===== config.mk =====
export PLATFORM = sky130hd
export DESIGN_NAME = afe_ro_buf_addrgen
export DESIGN_NICKNAME = d
export VERILOG_FILES = /design/src/rtl/afe_ro_buf_addrgen.sv
export SDC_FILE = /design/constraint.sdc
export NUM_CORES = 1
export LEC_CHECK = 0
export CAP_MARGIN = 20
export CORE_MARGIN = 4
export CORE_UTILIZATION = 47
export CTS_BUF_LIST = sky130_fd_sc_hd__clkbuf_8
export DETAILED_ROUTE_END_ITERATION = 10
export PLACE_DENSITY = 0.8
export SYNTH_ARGS = -nofsm -noshare
export SYNTH_HDL_FRONTEND = slang
export SYNTH_SLANG_ARGS = --single-unit

===== constraint.sdc =====
create_clock -name clk_i -period 4.61 [get_ports clk_i]
set_input_delay 0.922 -clock clk_i [delete_from_list [all_inputs] [get_ports clk_i]]
set_output_delay 0.922 -clock clk_i [all_outputs]
set_load 0.01 [all_outputs]

===== src/rtl/afe_ro_buf_addrgen.sv =====
// AFE readout feeder: sample stream -> word writes into a circular L2 buffer.
// Optional watermark event enabled by defining AFE_RO_WMARK_EN.
module afe_ro_buf_addrgen #(
  parameter int unsigned L2_DATA_WIDTH  = 32,
  parameter int unsigned L2_AWIDTH_NOAL = 12,
  parameter int unsigned SAMPLE_WIDTH   = 16
) (
  input  logic                      clk_i,
  input  logic                      rst_ni,
  input  logic                      cfg_en_i,
  input  logic                      cfg_clr_i,
  input  logic [L2_AWIDTH_NOAL-1:0] cfg_base_i,
  input  logic [L2_AWIDTH_NOAL-1:0] cfg_size_i,
  input  logic [L2_AWIDTH_NOAL-1:0] cfg_wmark_i,
  input  logic                      sample_valid_i,
  output logic                      sample_ready_o,
  input  logic [SAMPLE_WIDTH-1:0]   sample_data_i,
  output logic                      afero_valid_o,
  input  logic                      afero_buff_ce_i,
  output logic [L2_DATA_WIDTH-1:0]  afero_wdata_o,
  output logic [L2_AWIDTH_NOAL-1:0] afero_addr_o,
  output logic [1:0]                afero_size_o,
  output logic                      evt_wrap_o,
  output logic                      evt_wmark_o,
  output logic                      busy_o
);

  localparam int unsigned DW = L2_DATA_WIDTH;
  localparam int unsigned AW = L2_AWIDTH_NOAL;

  typedef struct packed {
    logic [DW-1:0] data;
    logic [AW-1:0] addr;
  } stg_t;

  stg_t          stg_q;
  logic          stg_valid;
  logic [AW-1:0] wptr;
  logic [AW-1:0] wptr_inc;
  logic          last_word;
  logic          accept;
  logic          handoff;

  assign wptr_inc  = wptr + AW'(4);
  assign last_word = (wptr_inc == cfg_size_i);

  // clr blocks accepts so the restarted buffer begins cleanly at offset 0
  assign sample_ready_o = cfg_en_i & ~cfg_clr_i
                        & (~stg_valid | afero_buff_ce_i);
  assign accept  = sample_valid_i & sample_ready_o;
  assign handoff = afero_buff_ce_i & stg_valid;

  assign afero_valid_o = stg_valid;
  assign busy_o        = stg_valid;
  assign afero_size_o  = 2'b10;

  always_ff @(posedge clk_i or negedge rst_ni) begin
    if (!rst_ni) begin
      stg_valid     <= 1'b0;
      stg_q         <= '0;
      wptr          <= '0;
      afero_wdata_o <= '0;
      afero_addr_o  <= '0;
      evt_wrap_o    <= 1'b0;
    end else begin
      if (cfg_clr_i)
        wptr <= '0;
      else if (accept)
        wptr <= last_word ? '0 : wptr_inc;

      if (accept)
        stg_valid <= 1'b1;
      else if (cfg_clr_i | handoff)
        stg_valid <= 1'b0;

      if (accept) begin
        stg_q.data <= DW'(sample_data_i);
        stg_q.addr <= cfg_base_i + wptr;
      end

      // handoff wins over clr: a committed word always reaches the outputs
      if (handoff) begin
        afero_wdata_o <= stg_q.data;
        afero_addr_o  <= stg_q.addr;
      end

      evt_wrap_o <= accept & last_word;
    end
  end

`ifdef AFE_RO_WMARK_EN
  logic evt_wmark_q;

  always_ff @(posedge clk_i or negedge rst_ni) begin
    if (!rst_ni)
      evt_wmark_q <= 1'b0;
    else
      evt_wmark_q <= accept & (wptr == cfg_wmark_i);
  end

  assign evt_wmark_o = evt_wmark_q;
`else
  logic unused_wmark;
  assign unused_wmark = ^cfg_wmark_i;
  assign evt_wmark_o  = 1'b0;
`endif

endmodule


==> flow_metrics.env <==
export IMPL_initial_utilization=0.485
export IMPL_synth_edff_count=0
export IMPL_rows=31
export IMPL_cp_start_kind="primary input"
export IMPL_cts_root_buf="clkbuf_8"
export IMPL_synth_avg_cell_area_sq_um=10.4
export IMPL_rsz0062_at_grt="false"
export IMPL_die_y_microns=94.7
export IMPL_cts_tree="built"
export IMPL_syn_instance_count=340
export IMPL_cp_max_fo=9
export IMPL_drt_iter0_drc=86
export IMPL_overflow=0
export IMPL_critPathKind="in2out"
export IMPL_hold_violations=0
export IMPL_arrival_ps=2440
export IMPL_finClkSkew_ps=12.1
export IMPL_viasPerCell=5.08
export IMPL_p_leak_nw=2.03
export IMPL_ant_nets=0
export IMPL_synthArstFlopShare=1.00
export IMPL_setup_viol=0
export IMPL_tns_ps=0
export IMPL_place_congestion=0.871
export IMPL_yosys_register_bits=68
export IMPL_h_tree_depth=3
export IMPL_min_period_ps=3360
export IMPL_regToRegStartpoint="wptr[2]"
export IMPL_worst_pin_slew_ps=955
export IMPL_yosys_area_top_type="dfrtp_1"
export IMPL_vias=2628
export IMPL_syn_area_sq_um=3530
export IMPL_clk_path_buf_depth=2
export IMPL_cts_buffers=9
export IMPL_drc_errors=0
export IMPL_chipWidth_microns=94.7
export IMPL_hp_class="reg2reg"
export IMPL_core_sq_um=7290
export IMPL_min_from="stg_q[13]"
export IMPL_synth_area_leaders="dfrtp_1 (48%), mux2_2 (8.9%), nand2_1 (7.8%)"
export IMPL_yosysWarningCount=0
export IMPL_port_buffers=77
export IMPL_syn_to_final_growth_pct=26.7
export IMPL_worst_setup_path_startpoint="cfg_clr_i"
export IMPL_ys_types=48
export IMPL_fmax_mhz=298
export IMPL_r2r_slack_ps=2260
export IMPL_dieArea_sq_um=8970
export IMPL_cellPowerDensity_nw_per_um2=386
export IMPL_dr_pass1_iters=4
export IMPL_maxCapViolCount=0
export IMPL_drive_above_1_share=0.136
export IMPL_synth_seq_area_share=0.482
export IMPL_synth_top_area_frac=0.482
export IMPL_nNetsFinal=483
export IMPL_grt_start_max_net_pins=46
export IMPL_io_pins=109
export IMPL_synthFlopType="dfrtp_1"
export IMPL_relSlewSlack=0.363
export IMPL_clk_pin_slew_ps=60
export IMPL_status="finished clean"
export IMPL_fin_crit_sh=0.729
export IMPL_hold_buffers=0
export IMPL_clk_insertion_delay_late_ps=330
export IMPL_synth_common_cells="nand2_1 (73), dfrtp_1 (68), mux2_2 (28)"
export IMPL_postCtsSetupRepairBufs=0
export IMPL_wl_per_cell_microns=14.3
export IMPL_antenna_found_initial=0
export IMPL_wl_mm=7.41
export IMPL_place_hpwl_mm=5.71
export IMPL_cp_required_ps=3690
export IMPL_maxSlewViolCount=0
export IMPL_track_usage=0.179
export IMPL_pre_cts_slack_ps=1250
export IMPL_synth_most_common_cell="nand2_1"
export IMPL_max_vdd_ir_drop_mv=0.145
export IMPL_diodes=0
export IMPL_grt_pass1_wl_mm=12.6
export IMPL_fin_ws_ps=1250
export IMPL_clock_sinks=68
export IMPL_cts_resized=0
export IMPL_end_kind="output port"
export IMPL_first_global_vias=2633
## critical path: stages
cell	delay [ps]
clkdlybuf4s50_1	570
nor3b_1	350
clkdlybuf4s50_1	600
## per-stage QoR
step	util	area [sq um]	power [mW]	instances	hold slack [ps]
floorplan	-	3600	1.01	358	442
global placement	0.588	4290	1.25	502	454
detailed placement	0.588	4290	1.28	502	459
CTS	0.614	4480	1.75	517	475
global route	0.614	4480	1.83	517	506
finish	0.614	4480	1.73	517	475
## cell usage in the layout (no fill, tap or decap), types with 4 or more instances in the layout
master and count:
a21oi_1 5, dfrtp_1 68, ha_1 11, a21o_1 4, nand2_1 73, o21ai_0 12, mux2_2 28, xor2_1 11
clkbuf_8 10, nor2_1 13, conb_1 20, clkdlybuf4s50_1 76, a211oi_1 6, xnor2_1 18, nor3_1 10, nand3_1 4
and3_1 4
## sequential cells by signal (all words and copies together) (netlist names)
signal,count
evt_wrap_o,1
afero_addr_o,12
afero_valid_o,1
afero_wdata_o,16
stg_q,28
wptr,10
## kinds of logic (layout without fill, tap and decap cells)
kind of cell	count (synthesis)	after routing	share of synthesized area
xor+xnor	30	30	0.0765
fa+ha+maj	11	11	0.0390
buf+inv	37	97	0.0662
mux	30	30	0.0949
compound gates	45	45	0.0882
other cells	2	20	0.00213
flops	68	68	0.482
simple gates	117	117	0.152
## where the power goes
group          switching [mW]  internal (mW)  leakage [nW]
logic                   0.184          0.280          1.07
clock network           0.209          0.259        0.0979
registers              0.0700          0.728         0.862
## path summary, 6_finish.rpt
check,end,cells after the start
worst max-delay path,sample_ready_o,3
worst min-delay path,stg_q[13],2
min in group asynchronous,stg_q[20],1
worst max register to register,wptr[10],7
max in group asynchronous,stg_q[21],2
worst min register to register,stg_q[13],2
## metal layers
| layer | routed length (microns) | global-route usage | vias up |
|---|---|---|---|
| met5 | 0 | 0 | - |
| met4 | 155 | 0.0853 | 0 |
| met3 | 394 | 0.0207 | 15 |
| met2 | 3790 | 0.307 | 104 |
| met1 | 3070 | 0.223 | 1242 |
| li1 | - | - | 1267 |
## cell type report
cell class | count | area (sq um)
tap | 99 | 124
sequential | 68 | 1700
timing repair buffer | 80 | 788
clock buffer | 10 | 138
inverter | 2 | 7.51
multi-input combinational | 253 | 1670
fill | 636 | 2820
clock inverter | 5 | 52.6
No activity file was read; power rests on OpenSTA's default activity.
